### src/rtl/iopmp_pkg.sv
// Shared IOPMP types: TL-UL channel payloads, error-reporting config and the
// deny-responder queue entry.
package iopmp_pkg;

    localparam int unsigned SourceWidth     = 8;
    localparam int unsigned TlAddrW         = 32;
    localparam int unsigned TlDataW         = 32;
    localparam int unsigned TlSizeW         = 2;
    localparam int unsigned TlMaskW         = TlDataW / 8;
    localparam int unsigned TlUserW         = 4;
    localparam int unsigned IOPMP_ERR_CNT_W = 8;

    // TL-UL A-channel opcodes
    localparam logic [2:0] TL_PUT_FULL_DATA    = 3'h0;
    localparam logic [2:0] TL_PUT_PARTIAL_DATA = 3'h1;
    localparam logic [2:0] TL_GET              = 3'h4;

    // TL-UL D-channel opcodes
    localparam logic [2:0] TL_ACCESS_ACK      = 3'h0;
    localparam logic [2:0] TL_ACCESS_ACK_DATA = 3'h1;

    typedef enum logic [1:0] {
        IOPMP_ACC_NONE  = 2'd0,
        IOPMP_ACC_READ  = 2'd1,
        IOPMP_ACC_WRITE = 2'd2,
        IOPMP_ACC_EXEC  = 2'd3
    } iopmp_req_e;

    typedef struct packed {
        logic rwe;
        logic rre;
    } err_cfg;

    typedef struct packed {
        logic                   a_valid;
        logic [2:0]             a_opcode;
        logic [2:0]             a_param;
        logic [TlSizeW-1:0]     a_size;
        logic [SourceWidth-1:0] a_source;
        logic [TlAddrW-1:0]     a_address;
        logic [TlMaskW-1:0]     a_mask;
        logic [TlDataW-1:0]     a_data;
        logic [TlUserW-1:0]     a_user;
        logic                   d_ready;
    } tl_h2d_t;

    typedef struct packed {
        logic                   d_valid;
        logic [2:0]             d_opcode;
        logic [2:0]             d_param;
        logic [TlSizeW-1:0]     d_size;
        logic [SourceWidth-1:0] d_source;
        logic                   d_sink;
        logic [TlDataW-1:0]     d_data;
        logic [TlUserW-1:0]     d_user;
        logic                   d_error;
        logic                   a_ready;
    } tl_d2h_t;

    typedef struct packed {
        logic [2:0]             kind;
        logic [TlSizeW-1:0]     size;
        logic [SourceWidth-1:0] source;
        logic                   err;
    } deny_rsp_entry_t;

endpackage

### src/rtl/iopmp_deny_rsp_fifo.sv
// Response queue for the deny responder: head entry, full and empty are all
// held in flops so the D channel is driven straight from registers.
module iopmp_deny_rsp_fifo #(
    parameter int unsigned Depth = 2,
    parameter type         T     = logic [0:0]
) (
    input  logic clk,
    input  logic rst,
    input  logic i_push,
    input  T     i_wdata,
    input  logic i_pop,
    output T     o_rdata,
    output logic o_full,
    output logic o_empty
);

    localparam int unsigned PtrW = (Depth > 1) ? $clog2(Depth) : 1;
    localparam int unsigned CntW = $clog2(Depth + 1);

    T                r_mem [Depth];
    T                r_head;
    logic [PtrW-1:0] r_wptr;
    logic [PtrW-1:0] r_rptr;
    logic [CntW-1:0] r_cnt;
    logic            r_full;
    logic            r_empty;

    logic            w_push;
    logic            w_pop;
    logic [PtrW-1:0] w_rptr_nxt;
    logic [CntW-1:0] w_cnt_nxt;
    logic [CntW-1:0] w_cnt_after_pop;
    T                w_head_nxt;

    function automatic logic [PtrW-1:0] next_ptr(input logic [PtrW-1:0] p);
        return (p == PtrW'(Depth - 1)) ? '0 : p + PtrW'(1);
    endfunction

    assign w_push = i_push && !r_full;
    assign w_pop  = i_pop && !r_empty;

    // Next head: bypass the write when the queue drains to it, zero when empty.
    always_comb begin
        w_rptr_nxt      = w_pop ? next_ptr(r_rptr) : r_rptr;
        w_cnt_after_pop = r_cnt - CntW'(w_pop);
        w_cnt_nxt       = w_cnt_after_pop + CntW'(w_push);
        w_head_nxt      = r_head;
        if (w_cnt_nxt == '0) begin
            w_head_nxt = '0;
        end else if (w_push && (w_cnt_after_pop == '0)) begin
            w_head_nxt = i_wdata;
        end else if (w_pop) begin
            w_head_nxt = r_mem[w_rptr_nxt];
        end
    end

    always_ff @(posedge clk or posedge rst) begin
        if (rst) begin
            r_mem   <= '{default: '0};
            r_head  <= '0;
            r_wptr  <= '0;
            r_rptr  <= '0;
            r_cnt   <= '0;
            r_full  <= 1'b0;
            r_empty <= 1'b1;
        end else begin
            if (w_push) begin
                r_mem[r_wptr] <= i_wdata;
                r_wptr        <= next_ptr(r_wptr);
            end
            r_rptr  <= w_rptr_nxt;
            r_cnt   <= w_cnt_nxt;
            r_head  <= w_head_nxt;
            r_full  <= (w_cnt_nxt == CntW'(Depth));
            r_empty <= (w_cnt_nxt == '0);
        end
    end

    assign o_rdata = r_head;
    assign o_full  = r_full;
    assign o_empty = r_empty;

endmodule

### src/rtl/iopmp_deny_rsp_tlul.sv
// TL-UL terminator for IOPMP-denied requests: error or suppressed responses,
// plus first-violation capture when IOPMP_ERR_CAPTURE_EN is defined.
module iopmp_deny_rsp_tlul
    import iopmp_pkg::*;
#(
    parameter int unsigned       RspDepth = 2,
    parameter logic [TlDataW-1:0] ReadFill = 32'h0
) (
    input  logic                       clk,
    input  logic                       rst,
    input  tl_h2d_t                    tl_i,
    output tl_d2h_t                    tl_o,
    input  err_cfg                     ERR_CFG,
    output logic                       err_valid_o,
    output logic [TlAddrW-1:0]         err_addr_o,
    output iopmp_req_e                 err_type_o,
    output logic [SourceWidth-1:0]     err_rrid_o,
    output logic [IOPMP_ERR_CNT_W-1:0] err_cnt_o,
    input  logic                       err_clear_i
);

    deny_rsp_entry_t w_entry;
    deny_rsp_entry_t w_head;
    logic            w_full;
    logic            w_empty;
    logic            w_accept;
    logic            w_is_write;
    logic            w_unused;

    assign w_accept = tl_i.a_valid && !w_full;

    // Opcode decode; ERR_CFG is frozen into the entry at acceptance.
    always_comb begin
        w_entry        = '0;
        w_entry.size   = tl_i.a_size;
        w_entry.source = tl_i.a_source;
        w_is_write     = 1'b0;
        case (tl_i.a_opcode)
            TL_GET: begin
                w_entry.kind = TL_ACCESS_ACK_DATA;
                w_entry.err  = !ERR_CFG.rre;
            end
            TL_PUT_FULL_DATA, TL_PUT_PARTIAL_DATA: begin
                w_entry.kind = TL_ACCESS_ACK;
                w_entry.err  = !ERR_CFG.rwe;
                w_is_write   = 1'b1;
            end
            default: begin
                w_entry.kind = TL_ACCESS_ACK;
                w_entry.err  = 1'b1;
            end
        endcase
    end

    iopmp_deny_rsp_fifo #(
        .Depth (RspDepth),
        .T     (deny_rsp_entry_t)
    ) u_fifo (
        .clk     (clk),
        .rst     (rst),
        .i_push  (w_accept),
        .i_wdata (w_entry),
        .i_pop   (tl_i.d_ready),
        .o_rdata (w_head),
        .o_full  (w_full),
        .o_empty (w_empty)
    );

    assign tl_o.a_ready  = !w_full;
    assign tl_o.d_valid  = !w_empty;
    assign tl_o.d_opcode = w_head.kind;
    assign tl_o.d_param  = '0;
    assign tl_o.d_size   = w_head.size;
    assign tl_o.d_source = w_head.source;
    assign tl_o.d_sink   = 1'b0;
    assign tl_o.d_user   = '0;
    assign tl_o.d_error  = w_head.err;
    assign tl_o.d_data   = ((w_head.kind == TL_ACCESS_ACK_DATA) && !w_head.err) ? ReadFill : '0;

`ifdef IOPMP_ERR_CAPTURE_EN
    logic                       r_err_valid;
    logic [TlAddrW-1:0]         r_err_addr;
    iopmp_req_e                 r_err_type;
    logic [SourceWidth-1:0]     r_err_rrid;
    logic [IOPMP_ERR_CNT_W-1:0] r_err_cnt;

    // First violation is recorded; later ones only bump the saturating count.
    always_ff @(posedge clk or posedge rst) begin
        if (rst) begin
            r_err_valid <= 1'b0;
            r_err_addr  <= '0;
            r_err_type  <= IOPMP_ACC_READ;
            r_err_rrid  <= '0;
            r_err_cnt   <= '0;
        end else if (w_accept) begin
            if (err_clear_i || !r_err_valid) begin
                r_err_valid <= 1'b1;
                r_err_addr  <= tl_i.a_address;
                r_err_type  <= w_is_write ? IOPMP_ACC_WRITE : IOPMP_ACC_READ;
                r_err_rrid  <= tl_i.a_source;
                r_err_cnt   <= IOPMP_ERR_CNT_W'(1);
            end else if (r_err_cnt != '1) begin
                r_err_cnt <= r_err_cnt + IOPMP_ERR_CNT_W'(1);
            end
        end else if (err_clear_i) begin
            r_err_valid <= 1'b0;
            r_err_cnt   <= '0;
        end
    end

    assign err_valid_o = r_err_valid;
    assign err_addr_o  = r_err_addr;
    assign err_type_o  = r_err_type;
    assign err_rrid_o  = r_err_rrid;
    assign err_cnt_o   = r_err_cnt;
    assign w_unused    = ^{tl_i.a_param, tl_i.a_mask, tl_i.a_data, tl_i.a_user};
`else
    assign err_valid_o = 1'b0;
    assign err_addr_o  = '0;
    assign err_type_o  = IOPMP_ACC_READ;
    assign err_rrid_o  = '0;
    assign err_cnt_o   = '0;
    assign w_unused    = ^{tl_i.a_param, tl_i.a_mask, tl_i.a_data, tl_i.a_user,
                           tl_i.a_address, w_is_write, err_clear_i};
`endif

endmodule

### config.mk
export PLATFORM = sky130hd
export DESIGN_NAME = iopmp_deny_rsp_tlul
export DESIGN_NICKNAME = d
export VERILOG_FILES = /design/src/rtl/iopmp_pkg.sv /design/src/rtl/iopmp_deny_rsp_fifo.sv /design/src/rtl/iopmp_deny_rsp_tlul.sv
export SDC_FILE = /design/constraint.sdc
export NUM_CORES = 1
export LEC_CHECK = 0
export BUFFER_PORTS_ARGS = -buffer_cell sky130_fd_sc_hd__buf_2
export CORE_ASPECT_RATIO = 1.4
export CORE_MARGIN = 1
export CORE_UTILIZATION = 25
export DETAILED_ROUTE_END_ITERATION = 16
export PLACE_DENSITY = 0.65
export SYNTH_ARGS = -nofsm -noshare
export SYNTH_HDL_FRONTEND = slang
export SYNTH_SLANG_ARGS = --single-unit
### constraint.sdc
create_clock -name clk -period 5.8 [get_ports clk]
set_input_delay 0.29 -clock clk [delete_from_list [all_inputs] [get_ports clk]]
set_output_delay 0.29 -clock clk [all_outputs]
set_load 0.1 [all_outputs]
==> flow_metrics.env, run 1 <==
export IMPL_numCtsBuffers=5
export IMPL_slew_violations=0
export IMPL_place_inst=412
export IMPL_nets=375
export IMPL_antenna_found_initial=0
export IMPL_io_pins=202
export IMPL_status="finished, final reports clean"
export IMPL_hold_viol=0
export IMPL_port_buffers=32
export IMPL_htreeDepth=2
export IMPL_antenna_cells=0
export IMPL_seq_area_frac_synth_pct=38.12
export IMPL_synth_top_area_cell="dfrtp_1"
export IMPL_max_slew_worst_pin_slew_ns=0.7282
export IMPL_setup_ws_ns=3.453
export IMPL_synth_edf_count=0
export IMPL_clkTransAtPathRegs_ns=0.06
export IMPL_area_growth_syn_to_layout_pct=2.448
export IMPL_wl_met2_mm=2.381
export IMPL_worstSetupPathType="register to register"
export IMPL_relSlewSlack_pct=51.40
export IMPL_dr_total_vias=1550
export IMPL_insertion_delay_ns=0.28
export IMPL_cp_top_family="simple AND/OR/NAND/NOR gates"
export IMPL_num_rows=45
export IMPL_yosys_top_cells_count="buf_4 (98), dfrtp_1 (41), mux2_2 (32)"
export IMPL_cts_tree="yes"
export IMPL_dr_pass1_iters=4
export IMPL_cts_resized_gates=0
export IMPL_cts_root_buf="clkbuf_16"
export IMPL_cpPeakStageDelay_ns=0.59
export IMPL_period_minus_slack_ns=2.347
export IMPL_crit_slowest_cell="or2_1"
export IMPL_clockBufferDepth=2
export IMPL_worstPathRequired_ns=5.91
export IMPL_fin_crit_sh_pct=40.47
export IMPL_ys_async_sr_fraction_pct=100.0
export IMPL_routed_via_density=3.699
export IMPL_fin_tns_setup_ns=0
export IMPL_path_cells="nor2b_1 -> buf_4 -> ha_1 -> xor2_1 -> buf_4 -> or2_1 -> a211oi_1"
export IMPL_start_util_pct=25.53
export IMPL_hold_path_class="input pin to asynchronous set/reset pin"
export IMPL_crit_arrival_ns=2.46
export IMPL_gr_total_overflow=0
export IMPL_routabilityCongestion=0.6665
export IMPL_max_freq_mhz=426.0
export IMPL_ant_nets=0
export IMPL_cp_buffers_inverters=2
export IMPL_drive_gt1_share_pct=32.01
export IMPL_finClkSkew_ns=0.005670
export IMPL_max_vdd_ir_drop_mv=0.3228
export IMPL_synth_flop_cell="dfrtp_1"
export IMPL_die_area_mm2=0.01147
export IMPL_met1Wirelength_mm=1.920
export IMPL_design_area_mm2=0.002828
export IMPL_post_cts_setup_buffers=0
export IMPL_fin_cells=419
export IMPL_grt_pass1_vias=1530
export IMPL_drt_total_wl_mm=4.638
export IMPL_route_met3_wl_um=244
export IMPL_drtIter0Drc=46
export IMPL_ys_types=29
export IMPL_powerDensity_mw_per_mm2=698.9
export IMPL_synth_seq_cells=42
export IMPL_dieHeight_um=126.3
export IMPL_endpoint_kind="register"
export IMPL_wl_per_cell_um=11.07
export IMPL_synthCells=247
export IMPL_leakagePower_nw=1.375
export IMPL_rsz0062_at_grt="no"
export IMPL_die_w_um=90.81
export IMPL_yosysMostFrequentCell="buf_4"
export IMPL_fill_cells=1161
export IMPL_highest_layer="met4"
export IMPL_numClockSinks=42
export IMPL_ys_warnings_count=0
export IMPL_synth_top_area_share_pct=37.17
export IMPL_synth_top_cells_by_area="dfrtp_1 (37%), buf_4 (27%), mux2_2 (13%), a211oi_2 (4.5%), mux2i_1 (4.4%)"
export IMPL_cts_hold_buffers_added=0
export IMPL_postSynthAreaPerCell_um2=11.17
export IMPL_placed_cell_area_mm2=0.002693
export IMPL_final_setup_viol_count=0
export IMPL_core_mm2=0.01081
export IMPL_crit_top_cell="buf_4"
export IMPL_startpoint_type="register"
export IMPL_grt_pass1_wl_mm=7.583
export IMPL_grt_max_degree=43
export IMPL_syn_area_mm2=0.002760
export IMPL_holdWs_ns=0.1388
export IMPL_dp_hpwl_mm=3.359
export IMPL_critPathMaxFanout=14
export IMPL_grt_usage_pct=8.377
export IMPL_maxCapViolCount=0
export IMPL_dpl_worst_slack_ns=3.431
export IMPL_route_detailed_drc=0
placed cells by master, fill, tap and decap left out, drive strengths merged, types with 2 or more instances in the layout:
cell type	n
conb	93
dfrtp	41
buf	35
mux2	32
a211oi	13
mux2i	12
nor3	10
inv	6
clkbuf	5
xor2	3
o21ai	3
nand2	3
nand3b	3
nor2	3
nor2b	2
a21oi	2
ha	2
clkinv	2
path summary, 6_finish.rpt:
check	from	to	slack [ns]	cells past startpoint
max in group asynchronous	rst	u_fifo.o_empty$_DFF_PP1_	5.28	3
min in group clk	tl_i[75]	u_fifo.r_mem[3]$_DFFE_PP0P_	0.28	2
hold reg to reg	u_fifo.r_mem[0]$_DFFE_PP0P_	u_fifo.r_mem[0]$_DFFE_PP0P_	0.48	2
hold / removal	rst	u_fifo.o_rdata[0]$_DFFE_PP0P_	0.14	3
setup / recovery	u_fifo.o_empty$_DFF_PP1_	u_fifo.o_rdata[0]$_DFFE_PP0P_	3.45	7
setup reg to reg	u_fifo.o_empty$_DFF_PP1_	u_fifo.o_rdata[0]$_DFFE_PP0P_	3.45	7
report_power, final:
part,total (mW),leakage [nW],switching [mW],internal (mW)
logic,1.19,0.799,0.863,0.322
clock network,0.258,0.0694,0.103,0.155
registers,0.533,0.506,0.0898,0.443
total,1.98,1.37,1.06,0.921
per-layer routing:
layer	up-vias	track usage, %
li1	707	-
met1	736	9.258
met2	99	15.51
met3	8	1.379
met4	0	3.922
met5	-	0
per-stage QoR:
stage / total power [mW] / util (%)
2_1_floorplan: 1.634 / -
3_3_place_gp: 1.709 / 24.91
3_5_place_dp: 1.735 / 24.91
4_1_cts: 1.996 / 26.16
5_1_grt: 2.084 / 26.16
6_report: 1.976 / 26.16
flip-flops by register name, indices dropped and copies added (netlist names):
signal,count
u_fifo.o_full,1
u_fifo.r_cnt,2
u_fifo.o_empty,1
u_fifo.r_wptr,1
u_fifo.o_rdata,12
u_fifo.r_mem,24
u_fifo.r_rptr,1
logic make-up after synthesis:
group / synth area share, %
muxes: 17.41
buffers and inverters: 28.65
and+or+nand+nor: 6.211
xor gates and xnor gates: 1.859
adders and majority gates: 0.9065
AOI/OAI and AO/OA: 6.573
DFF: 38.12
other: 0.2721
area by class of cell:
type,count,area [um2],area share (%)
Multi-Input combinational cell,188,1259,44.51
Sequential cell,42,1052,37.21
Timing Repair Buffer,35,182.7,6.460
Tap cell,141,176.4,6.239
Clock buffer,5,125.1,4.425
Inverter,6,22.52,0.7965
Clock inverter,2,10.01,0.3540
worst reg2reg max path: stages (launching register included):
cell	delay, ns
dfstp_2	0.53
nor2b_1	0.04
buf_4	0.21
ha_1	0.23
xor2_1	0.16
buf_4	0.23
or2_1	0.59
a211oi_1	0.19
Power figures use the tool's default switching activity.
==> run 2: changes to the inputs <==
PLACE_DENSITY = 0.67   (was 0.65)
clock period = 2.05 ns   (was 5.8 ns; I/O delays follow)
==> flow_metrics.env, run 2 (same netlist as run 1, synthesis figures left out) <==
export IMPL_clockBufferDepth=2
export IMPL_num_rows=45
export IMPL_io_pins=202
export IMPL_fin_cells=431
export IMPL_insertion_delay_ns=0.28
export IMPL_final_cell_mix="conb_1 (93), dfrtp_1 (41), mux2_2 (32), buf_2 (32), buf_4 (13)"
export IMPL_drtIter0Drc=54
export IMPL_start_util_pct=25.53
export IMPL_power_mw=5.838
export IMPL_placed_cell_area_mm2=0.002783
export IMPL_drive_gt1_share_pct=35.17
export IMPL_clkTransAtPathRegs_ns=0.06
export IMPL_crit_slowest_cell="dfstp_2"
export IMPL_area_growth_syn_to_layout_pct=6.528
export IMPL_cts_tree="yes"
export IMPL_startpoint_type="register"
export IMPL_numClockSinks=42
export IMPL_endpoint_kind="register"
export IMPL_dp_hpwl_mm=3.667
export IMPL_dr_pass1_iters=3
export IMPL_hold_viol=0
export IMPL_antenna_cells=0
export IMPL_dieHeight_um=126.3
export IMPL_nets=386
export IMPL_fin_crit_sh_pct=94.56
export IMPL_cpPeakStageDelay_ns=0.54
export IMPL_design_area_mm2=0.002940
export IMPL_htreeDepth=2
export IMPL_cts_root_buf="clkbuf_16"
export IMPL_final_setup_viol_count=0
export IMPL_hold_path_class="input pin to register"
export IMPL_status="finished, final reports clean"
export IMPL_seq_area_mm2=0.001052
export IMPL_grt_pass1_wl_mm=7.562
export IMPL_final_common_cell="conb_1"
export IMPL_gr_total_overflow=0
export IMPL_critPathMaxFanout=6
export IMPL_numCtsBuffers=5
export IMPL_slew_violations=0
export IMPL_grt_usage_pct=8.361
export IMPL_leakagePower_nw=1.433
export IMPL_ff2ff_path_depth=8
export IMPL_multi_input_area_mm2=0.001274
export IMPL_rsz0062_at_grt="no"
export IMPL_max_vdd_ir_drop_mv=0.7775
export IMPL_period_minus_slack_ns=1.939
export IMPL_max_slew_worst_pin_slew_ns=0.5142
export IMPL_drt_total_wl_mm=4.698
export IMPL_die_area_mm2=0.01147
export IMPL_grt_max_degree=43
export IMPL_wl_per_cell_um=10.90
export IMPL_finClkSkew_ns=0.004632
export IMPL_route_detailed_drc=0
export IMPL_path_cells="nor2b_2 -> ha_4 -> inv_1 -> ha_1 -> xor3_2 -> nor2_4 -> buf_4 -> a211oi_2"
export IMPL_ant_nets=0
export IMPL_crit_arrival_ns=2.08
export IMPL_die_w_um=90.81
export IMPL_powerDensity_mw_per_mm2=1986
export IMPL_maxCapViolCount=0
export IMPL_post_cts_setup_buffers=0
export IMPL_place_inst=422
export IMPL_largest_register="u_fifo.r_mem"
export IMPL_port_buffers=32
export IMPL_antenna_found_initial=0
export IMPL_core_mm2=0.01081
export IMPL_grt_pass1_vias=1410
export IMPL_routabilityCongestion=0.7352
export IMPL_max_freq_mhz=515.9
export IMPL_holdPathStages=2
export IMPL_worstPathRequired_ns=2.19
export IMPL_fill_cells=1123
export IMPL_largest_register_ffs=24
export IMPL_worstSetupPathType="register to register"
export IMPL_dr_total_vias=1569
export IMPL_relSlewSlack_pct=64.83
export IMPL_routed_via_density=3.640
run 2: changes by cell type in the layout (fill, tap and decap cells not counted), sizes merged:
cell         before  now
buf              35   45
clkbuf            5    7
clkinv            2    1
dlygate4sd3       0    1
run 2: path summary, 6_finish.rpt:
kind | startpoint | to | slack (ns)
worst max register to register | u_fifo.o_empty$_DFF_PP1_ | u_fifo.o_rdata[3]$_DFFE_PP0P_ | 0.11
min in group asynchronous | rst | u_fifo.r_mem[20]$_DFFE_PP0P_ | 0.50
max in group asynchronous | rst | u_fifo.o_empty$_DFF_PP1_ | 1.17
worst min-delay path | tl_i[78] | u_fifo.r_mem[20]$_DFFE_PP0P_ | 0.09
worst max-delay path | u_fifo.o_empty$_DFF_PP1_ | u_fifo.o_rdata[3]$_DFFE_PP0P_ | 0.11
worst min register to register | u_fifo.r_mem[0]$_DFFE_PP0P_ | u_fifo.r_mem[0]$_DFFE_PP0P_ | 0.48
run 2: layout make-up:
type	instances	share of cell area, %
Clock buffer	7	4.851
Clock inverter	1	0.1702
Sequential cell	42	35.79
Inverter	6	0.7660
Tap cell	141	6.000
Timing Repair Buffer	46	9.106
Multi-Input combinational cell	188	43.32
run 2: critical path, delay by kind of cell (launching register included):
family,cells,cell delay (ns)
buffers and inverters,2,0.25
xor gates and xnor gates,1,0.26
and+or+nand+nor,2,0.25
DFF,1,0.54
AOI/OAI and AO/OA,1,0.04
adders and majority gates,2,0.46
run 2: where the power goes:
part / total, mW / switching (mW) / internal, mW
registers: 1.48 / 0.229 / 1.26
logic: 3.58 / 2.51 / 1.07
clock network: 0.774 / 0.292 / 0.482
run 2: per-layer routing:
layer	up-vias	wire (um)	global-route usage, %
met5	-	0	0
met4	0	0	0.8403
met3	0	285	1.978
met2	92	2480	15.78
met1	750	1931	9.846
li1	727	-	-
run 2: repair_timing:
action                                  CTS  global route
gates resized for setup                   1             0
endpoints found under the setup margin   12             0
hold buffers                              1             0
hold endpoints to repair                 41             0
run 2: metrics by stage:
step	util, %	setup WS, ns	hold WS [ns]	TNS, ns
2_1_floorplan	-	0.005741	0.2385	0
3_3_place_gp	25.74	-0.03888	0.2706	-0.3081
3_5_place_dp	25.74	-0.01023	0.2782	-0.02018
4_1_cts	27.20	0.08982	0.08761	0
5_1_grt	27.20	0.02239	0.08761	0
6_report	27.20	0.1115	0.08924	0
==> run 3: changes to the inputs <==
CORE_UTILIZATION = 37   (was 25)
PLACE_DENSITY = 0.88   (was 0.67)
TNS_END_PERCENT = 50   (was unset)
==> flow_metrics.env, run 3 (same netlist as run 1, synthesis figures left out) <==
export IMPL_worstPathRequired_ns=2.25
export IMPL_slew_violations=0
export IMPL_routabilityCongestion=0.7279
export IMPL_final_common_cell="conb_1"
export IMPL_maxCapViolCount=0
export IMPL_clockBufferDepth=2
export IMPL_endpoint_kind="register"
export IMPL_grt_max_degree=43
export IMPL_holdPathStages=2
export IMPL_hold_path_class="input pin to register"
export IMPL_nets=384
export IMPL_area_growth_syn_to_layout_pct=3.536
export IMPL_cts_resized_gates=0
export IMPL_fill_cells=706
export IMPL_status="finished, final reports clean"
export IMPL_route_detailed_drc=0
export IMPL_largest_register="u_fifo.r_mem"
export IMPL_startpoint_type="register"
export IMPL_finClkSkew_ns=0.007133
export IMPL_post_cts_setup_buffers=0
export IMPL_gr_total_overflow=0
export IMPL_powerDensity_mw_per_mm2=2026
export IMPL_crit_arrival_ns=2.11
export IMPL_multi_input_area_mm2=0.001274
export IMPL_critPathMaxFanout=12
export IMPL_clkTransAtPathRegs_ns=0.08
export IMPL_final_setup_viol_count=0
export IMPL_dr_pass1_iters=4
export IMPL_hold_viol=0
export IMPL_max_vdd_ir_drop_mv=0.9176
export IMPL_htreeDepth=2
export IMPL_port_buffers=32
export IMPL_wl_per_cell_um=12.08
export IMPL_max_freq_mhz=523.6
export IMPL_leakagePower_nw=1.417
export IMPL_antenna_cells=0
export IMPL_dieHeight_um=104.2
export IMPL_drt_total_wl_mm=4.627
export IMPL_ff2ff_path_depth=5
export IMPL_grt_pass1_wl_mm=7.479
export IMPL_worstSetupPathType="register to register"
export IMPL_max_slew_worst_pin_slew_ns=0.7142
export IMPL_fin_tns_setup_ns=0
export IMPL_drtIter0Drc=72
export IMPL_period_minus_slack_ns=1.910
export IMPL_ant_nets=0
export IMPL_numCtsBuffers=5
export IMPL_grt_pass1_vias=1542
export IMPL_routed_via_density=4.217
export IMPL_die_area_mm2=0.007814
export IMPL_die_w_um=75.00
export IMPL_power_mw=5.790
export IMPL_antenna_found_initial=0
export IMPL_numClockSinks=42
export IMPL_dp_hpwl_mm=3.495
export IMPL_rsz0062_at_grt="no"
export IMPL_insertion_delay_ns=0.29
export IMPL_seq_area_mm2=0.001052
export IMPL_relSlewSlack_pct=52.39
export IMPL_fin_crit_sh_pct=93.16
export IMPL_grt_usage_pct=12.87
export IMPL_start_util_pct=39.03
export IMPL_largest_register_ffs=24
export IMPL_io_pins=202
export IMPL_dr_total_vias=1615
export IMPL_final_cell_mix="conb_1 (93), dfrtp_1 (41), mux2_2 (32), buf_2 (32), mux2i_1 (12)"
export IMPL_core_mm2=0.007072
export IMPL_cts_hold_buffers_added=1
export IMPL_cts_root_buf="clkbuf_8"
export IMPL_drive_gt1_share_pct=34.72
export IMPL_num_rows=36
export IMPL_cts_tree="yes"
run 3: per-stage QoR:
step / util [%] / setup WS [ns] / hold WS, ns / instance area [um2] / instances
global placement: 38.32 / 0.1690 / 0.2568 / 2710 / 374
detailed placement: 38.32 / 0.1308 / 0.2684 / 2710 / 374
CTS: 40.41 / 0.1184 / 0.05784 / 2858 / 383
global route: 40.41 / 0.05154 / 0.05161 / 2858 / 383
floorplan: - / 0.005741 / 0.2385 / 3118 / 338
finish: 40.41 / 0.1402 / 0.06782 / 2858 / 383
run 3: area by class of cell:
type                       count  area share, %
multi-input combinational    188          44.57
sequential                    42          36.82
timing repair buffer          44          8.844
tap                           95          4.159
clock buffer                   5          2.408
clock inverter                 3          2.408
inverter                       6         0.7881
run 3: layer usage:
layer / up-vias / GRT usage [%] / part of all wire, %
met5: - / 0 / 0
li1: 723 / - / -
met3: 5 / 3.391 / 8.8
met1: 782 / 15.52 / 41
met2: 105 / 20.85 / 49
met4: 0 / 5.930 / 1.7
run 3: worst paths after layout:
check | start | slack [ns] | to
hold reg to reg | u_fifo.r_mem[0]$_DFFE_PP0P_ | 0.49 | u_fifo.r_mem[0]$_DFFE_PP0P_
setup / recovery | u_fifo.o_empty$_DFF_PP1_ | 0.14 | u_fifo.o_rdata[6]$_DFFE_PP0P_
hold / removal | tl_i[81] | 0.07 | u_fifo.r_mem[23]$_DFFE_PP0P_
min in group asynchronous | rst | 0.48 | u_fifo.r_mem[20]$_DFFE_PP0P_
setup reg to reg | u_fifo.o_empty$_DFF_PP1_ | 0.14 | u_fifo.o_rdata[6]$_DFFE_PP0P_
max in group asynchronous | rst | 1.20 | u_fifo.o_empty$_DFF_PP1_
run 3: worst max-delay path, cell delays in order, from the launching register on:
cell,delay (ns)
dfstp_2,0.54
nor2b_2,0.06
ha_4,0.28
nand3b_4,0.12
or2_1,0.50
a211oi_1,0.31
run 3: power breakdown:
group          internal [mW]  leakage [nW]  switching (mW)
clock                  0.488        0.0683           0.281
sequential              1.25         0.506           0.229
combinational           1.03         0.843            2.51
total                   2.77          1.42            3.02
